File: config.mk
export PLATFORM = sky130hd
export DESIGN_NAME = match_qual13
export DESIGN_NICKNAME = d
export VERILOG_FILES = /design/src/rtl/match_qual13.sv
export SDC_FILE = /design/constraint.sdc
export NUM_CORES = 1
export LEC_CHECK = 0
export CAP_MARGIN = 30
export CELL_PAD_IN_SITES_DETAIL_PLACEMENT = 1
export CELL_PAD_IN_SITES_GLOBAL_PLACEMENT = 1
export CORE_MARGIN = 2
export CORE_UTILIZATION = 38
export DETAILED_ROUTE_END_ITERATION = 6
export PLACE_DENSITY = 0.78
export SLEW_MARGIN = 20
export SYNTH_ARGS = -nofsm -noshare
export SYNTH_HDL_FRONTEND = slang
export SYNTH_SLANG_ARGS = --single-unit
File: constraint.sdc
create_clock -name CK -period 4.94 [get_ports CK]
set_input_delay 0.988 -clock CK [delete_from_list [all_inputs] [get_ports CK]]
set_output_delay 0.988 -clock CK [all_outputs]
set_load 0.005 [all_outputs]
File: src/rtl/match_qual13.sv
// Debounced qualifier for a 13-input AND match term: M must be seen high on
// STABLE_CNT consecutive enabled edges before Q asserts. Counts qualifications in HC.
//   state | meaning
//   IDLE  | waiting for the first enabled M=1 sample
//   QUAL  | counting consecutive enabled M=1 samples (BUSY=1)
//   HELD  | match qualified (Q=1) until an enabled M=0 sample
module match_qual13 #(
    parameter int unsigned STABLE_CNT = 4,
    parameter int unsigned HIT_W      = 8
) (
    input  logic             CK,
    input  logic             CDN,
    input  logic             CE,
    input  logic             M,
    input  logic             CLR,
    output logic             Q,
    output logic             P,
    output logic [HIT_W-1:0] HC,
    output logic             BUSY
);

    typedef enum logic [1:0] {IDLE, QUAL, HELD} state_t;

    localparam logic [3:0] STABLE_C = 4'(STABLE_CNT);

    state_t             state_q;
    logic [3:0]         cnt_q;
    logic [3:0]         cnt_inc;
    logic               q_q;
    logic               p_q;
    logic               busy_q;
    logic [HIT_W-1:0]   hc_q;
    logic [HIT_W-1:0]   hc_d;
    logic               enter_held;

    always_comb begin
        cnt_inc    = cnt_q + 4'd1;
        enter_held = 1'b0;
        if (CE && M) begin
            case (state_q)
                IDLE:    enter_held = (STABLE_CNT == 1);
                QUAL:    enter_held = (cnt_inc == STABLE_C);
                default: enter_held = 1'b0;
            endcase
        end
        // CLR wins over a same-edge qualification; the count saturates at all-ones.
        hc_d = hc_q;
        if (CLR)
            hc_d = '0;
        else if (enter_held && (hc_q != {HIT_W{1'b1}}))
            hc_d = hc_q + HIT_W'(1);
    end

    always_ff @(posedge CK or negedge CDN) begin
        if (!CDN) begin
            state_q <= IDLE;
            cnt_q   <= 4'd0;
            q_q     <= 1'b0;
            p_q     <= 1'b0;
            busy_q  <= 1'b0;
            hc_q    <= '0;
        end else begin
            p_q  <= enter_held;
            hc_q <= hc_d;
            if (CE) begin
                case (state_q)
                    IDLE: begin
                        if (M) begin
                            cnt_q <= 4'd1;
                            if (STABLE_CNT == 1) begin
                                state_q <= HELD;
                                q_q     <= 1'b1;
                            end else begin
                                state_q <= QUAL;
                                busy_q  <= 1'b1;
                            end
                        end else begin
                            cnt_q <= 4'd0;
                        end
                    end
                    QUAL: begin
                        if (M) begin
                            cnt_q <= cnt_inc;
                            if (cnt_inc == STABLE_C) begin
                                state_q <= HELD;
                                q_q     <= 1'b1;
                                busy_q  <= 1'b0;
                            end
                        end else begin
                            state_q <= IDLE;
                            cnt_q   <= 4'd0;
                            busy_q  <= 1'b0;
                        end
                    end
                    HELD: begin
                        // Release is immediate; no debounce on the falling side.
                        if (!M) begin
                            state_q <= IDLE;
                            cnt_q   <= 4'd0;
                            q_q     <= 1'b0;
                        end
                    end
                    default: begin
                        state_q <= IDLE;
                        cnt_q   <= 4'd0;
                        q_q     <= 1'b0;
                        busy_q  <= 1'b0;
                    end
                endcase
            end
        end
    end

    assign Q    = q_q;
    assign P    = p_q;
    assign HC   = hc_q;
    assign BUSY = busy_q;

endmodule
# Word-level counts from Yosys, hierarchy flattened
# Index checks and enable logic that the tools add are counted.
[classes]
addsub = 2
n_eq_ne = 9
mux = 21
bitwise_logic = 2
reduce_logical = 8
[ops]
columns = ["op", "count"]
rows = [
  ["$mux 8", 2],
  ["$pmux 4 s3", 1],
  ["$mux 1", 9],
  ["$add 8x1->8 const B", 1],
  ["$mux 2", 4],
  ["$mux 4", 2],
  ["$ne 2x2->1 const B", 4],
  ["$ne 8x8->1 const B", 1],
  ["$reduce_and 4->1", 2],
  ["$pmux 1 s3", 2],
  ["$pmux 2 s3", 1],
  ["$reduce_and 5->1", 1],
  ["$add 4x1->4 const B", 1],
  ["$eq 4x3->1 const B", 1],
  ["$ne 3x3->1 const B", 1],
  ["$eq 2x1->1 const B", 1],
  ["$eq 2x2->1 const B", 1],
  ["$logic_and 1x1->1", 2],
  ["$logic_not 2->1", 1],
  ["$not 1->1", 2],
  ["$reduce_and 2->1", 1],
  ["$reduce_bool 2->1", 1],
]
[word_totals]
register_bits = 17
input_bits = 5
out_inout_bits = 11
wordCells = 48

# Depth between registers and ports, before layout
[depth]
word_depth = 7
depth_mapped = 7
depth_no_buf = 6

# Worst setup path after synthesis
# OpenSTA, ideal clock, no wires.
[synth_path]
path_kind = "input port to flip-flop"
from = "input M"
to = "register hc_q[4], in the netlist HC[4]"
setup_time_ns = 0.078
arrival_ns = 2.073
required_ns = 4.862
path_slack_ns = 2.789
stages = 6
n_path_buf = 1
path_cell_list = "nor2b_1 and4_1 o211ai_2 buf_6 or3_1 a21oi_1"
[synth_between]
elab_chain_cells = 4
[synth_lines]
columns = ["item", "line_no", "rtl"]
rows = [
  ["from (decl)", "14", "input logic M,"],
  ["$logic_and 1x1->1", "39", "if (CE && M) begin"],
  ["$mux 1", "39", ""],
  ["$logic_and 1x1->1", "50", "else if (enter_held && (hc_q != {HIT_W{1'b1}}))"],
  ["$reduce_bool 2->1 (no source line)", "n/a", ""],
  ["to (signal assigned)", "61", "hc_q <= '0;"],
  ["to (signal assigned)", "64", "hc_q <= hc_d;"],
  ["to (decl)", "32", "logic [HIT_W-1:0] hc_q;"],
]
# No other way between the ends.
# A chain may end at the register's enable or synchronous reset.

# Final worst setup path
[layout_path]
from = "input M"
to = "register hc_q[7], in the netlist HC[7]"
# Same word-level chain as after synthesis.

==> metrics.txt <==
Final Wtd Congestion=a little under 0.8; hpwl dp=about 1.5 mm; placed cells=141; TritonCTS sink count=17; height of the die=53.93 um; ys async rst share=between 90% and 100%; 1st-iter DRT viols=0; final hold slack=around 0.53 ns; DR pass1 iterations=1; Starting Density=39.30%; Cell Chain, Critical Path=clkdlybuf4s50_1, nor2b_1, and4_1, o211ai_2, or4_1, a21oi_1; post-synth cell types=34; P_leak=0.4852 nW; final hold vios=0; first-pass GRT wire length=approximately 3.3 mm; Mapped Avg Cell Area=roughly 9.5 um2; VDD IR max=around 170 uV; final worst-path setup slack=approximately 2.3 ns; area leader, netlist=dfrtp_1; Worst setup endpoint=HC[7]$_DFFE_PN0P_; Final ANT Viol Nets=0; main flop type after synthesis=dfrtp_1; largest cells by area after synthesis=dfrtp_1 (45%), a21oi_1 (5.3%), ha_1 (4.0%), nand3_1 (3.7%), o21ai_0 (3.7%); Wirelength per Cell=roughly 14 um; Seq/Total Area, Yosys=between 40 and 50%; Synth Warn #=0; # Post-CTS Setup Buffers=0; H-tree lvl count=1; PwrDens=~230 nW/um2; Layout Nets=about 120; Final Max Tran Viols=0; crit path kind=in2reg; Synth Cell Area=roughly 950 um2; worst-margin pin slew=around 0.77 ns; post-CTS sizing=0; DRC errors left=0; share of layout cells above drive strength 1=approximately 7.8%; crit path time final=~2.6 ns; crit path max fanout=12; fmax=between 300 and 400 MHz; pre-CTS setup slack=about 2.0 ns; setup tns final=0 ns; syn_nets=roughly 110; Crit path depth=6; Die W=approximately 54 um; CP startpoint kind=primary input; Fillers=around 280; reg-to-reg startpoint=cnt_q[0]$_DFFE_PN0P_; CP startpoint=M; post-synth top area share=approximately 45%; CP delay by family, top=simple AND/OR/NAND/NOR gates; CTS buffer count=3; clock slew at reported path FFs=0.11 ns; Rel. slew slack=48.49%; # setup viols final=0; via count=798; maximum cell stage delay along the critical path=0.53 ns; dpl cell area=1106 um2; pin count of the biggest net entering global routing=18; Post-synth EDFFs=0; global route overflow=0; WL final=about 2.0 mm; clock latency on the worst-skew pair=0.29 ns; area occupied by registers=between 400 and 500 um2; RSZ-0062 raised after global routing=no; status=completed; CTS tree=built; Cells after Synth=100; WP buf/inv=1; worst reg2reg endpoint=HC[7]$_DFFE_PN0P_; count leader, synth=dfrtp_1; total track usage=between 15 and 20%; final cycle utilization of the critical path=a little over half; vias in the first global route=~750; critical-path cell with the highest stage delay=clkdlybuf4s50_1; P&R area growth vs syn=19.68%; synthesis-stage register bit count=17; die area=2908 um2; port bufs=15; Multi-input gate area=between 400 and 500 um2; Rows=18; setup slack, reg-to-reg=~2.7 ns; top post-synthesis cells by count=dfrtp_1 (17), a21oi_1 (10), nand3_1 (7), o21ai_0 (7); CTS Buffer Depth=2; vias per inst=5.503; antenna violations before repair=0; total I/O pin count=16; # diodes=0; Hold Crit Class=reg2reg; clock skew=slightly above 0.0009 ns; CTS Hold Buffers Added=0; core area=around 2400 um2; Worst setup EP type=flop; Req. time, crit path=just over 5 ns; max cap viols=0; clock root buffer=clkbuf_4; Post-Layout Cell Count=roughly 150; Design Area, Final=1134 um2; worst path arrival time=2.84 ns; R2R depth=6
==> cell usage in the layout (no fill, tap or decap), drive strengths merged <==
cell type,Yosys,layout
o22ai,3,3
and3b,1,1
o211ai,1,1
nand4,1,1
ha,3,3
o32ai,1,1
xor2,1,1
dfrtp,17,17
a21oi,10,10
o21ai,7,7
nand2b,2,2
clkdlybuf4s50,0,15
clkinv,0,1
nor3,2,2
or3,3,3
o31ai,2,2
a21o,1,1
a21boi,1,1
clkbuf,2,3
nand3,7,7
or4,2,2
nor2b,2,2
a41oi,1,1
and2,2,2
mux2i,2,2
a31oi,1,1
nand2,6,6
and4,1,1
a211oi,1,1
nor2,5,5
inv,6,6
a22o,3,3
or2b,1,1
==> worst reg2reg max path: cells and delay by family (launching register included) <==
family / cells / cell delay (ns)
AO/OA/AOI/OAI: 3 / 0.80
AND/OR/NAND/NOR: 2 / 0.64
flip-flops: 1 / 0.47
adder cells (fa/ha/maj): 1 / 0.25
==> sequential cells by signal (all words and copies together) (netlist names) <==
signal   cells
HC           8
cnt_q        4
state_q      2
BUSY         1
P            1
Q            1
==> where the power goes <==
| part | total (mW) | leakage, nW | internal, mW | switching [mW] |
|---|---|---|---|---|
| combinational | 0.0294 | 0.243 | 0.0141 | 0.0153 |
| clock | 0.0770 | 0.0177 | 0.0301 | 0.0469 |
| sequential | 0.152 | 0.224 | 0.144 | 0.00824 |
==> metrics by stage <==
step / utilization (%) / total power, mW
after floorplan: - / 0.1713
after global placement: 45.90 / 0.1842
after detailed placement: 45.90 / 0.1850
after CTS: 47.04 / 0.2615
after global routing: 47.04 / 0.2721
final: 47.04 / 0.2586
==> worst min path at each step <==
stage	endpoint	slack, ns	depth (start not counted)	start
2_1_floorplan	Q$_DFFE_PN0P_	0.49	2	Q$_DFFE_PN0P_
3_3_place_gp	Q$_DFFE_PN0P_	0.51	2	Q$_DFFE_PN0P_
3_5_place_dp	Q$_DFFE_PN0P_	0.51	2	Q$_DFFE_PN0P_
4_1_cts	Q$_DFFE_PN0P_	0.54	2	Q$_DFFE_PN0P_
5_1_grt	BUSY$_DFFE_PN0P_	0.59	1	BUSY$_DFFE_PN0P_
6_report	Q$_DFFE_PN0P_	0.53	2	Q$_DFFE_PN0P_
==> metal layers <==
metal	up-vias	share of wire, %	track usage [%]
met5	-	0	0
met4	0	0.50	6.410
li1	392	-	-
met3	2	3.9	2.778
met1	393	47	19.24
met2	11	49	26.02
==> cell type report <==
| type | count | area share (%) |
|---|---|---|
| flip-flops and latches | 17 | 37.53 |
| clock buffers | 3 | 1.987 |
| repair buffers | 15 | 13.25 |
| inverters | 6 | 1.987 |
| well taps | 30 | 3.311 |
| multi-input cells | 73 | 41.50 |
| clock inverters | 1 | 0.4415 |
==> logic make-up (layout without fill, tap and decap cells) <==
group,after synthesis,in the layout,share of synthesized area (%)
buffers and inverters,10,25,5.416
adder cells (fa/ha/maj),3,3,3.963
AND/OR/NAND/NOR,35,35,20.21
XOR/XNOR,1,1,0.9249
multiplexers,2,2,2.114
AO/OA/AOI/OAI,32,32,22.46
flip-flops,17,17,44.91
Note: power is estimated with default switching activity, not from simulation.
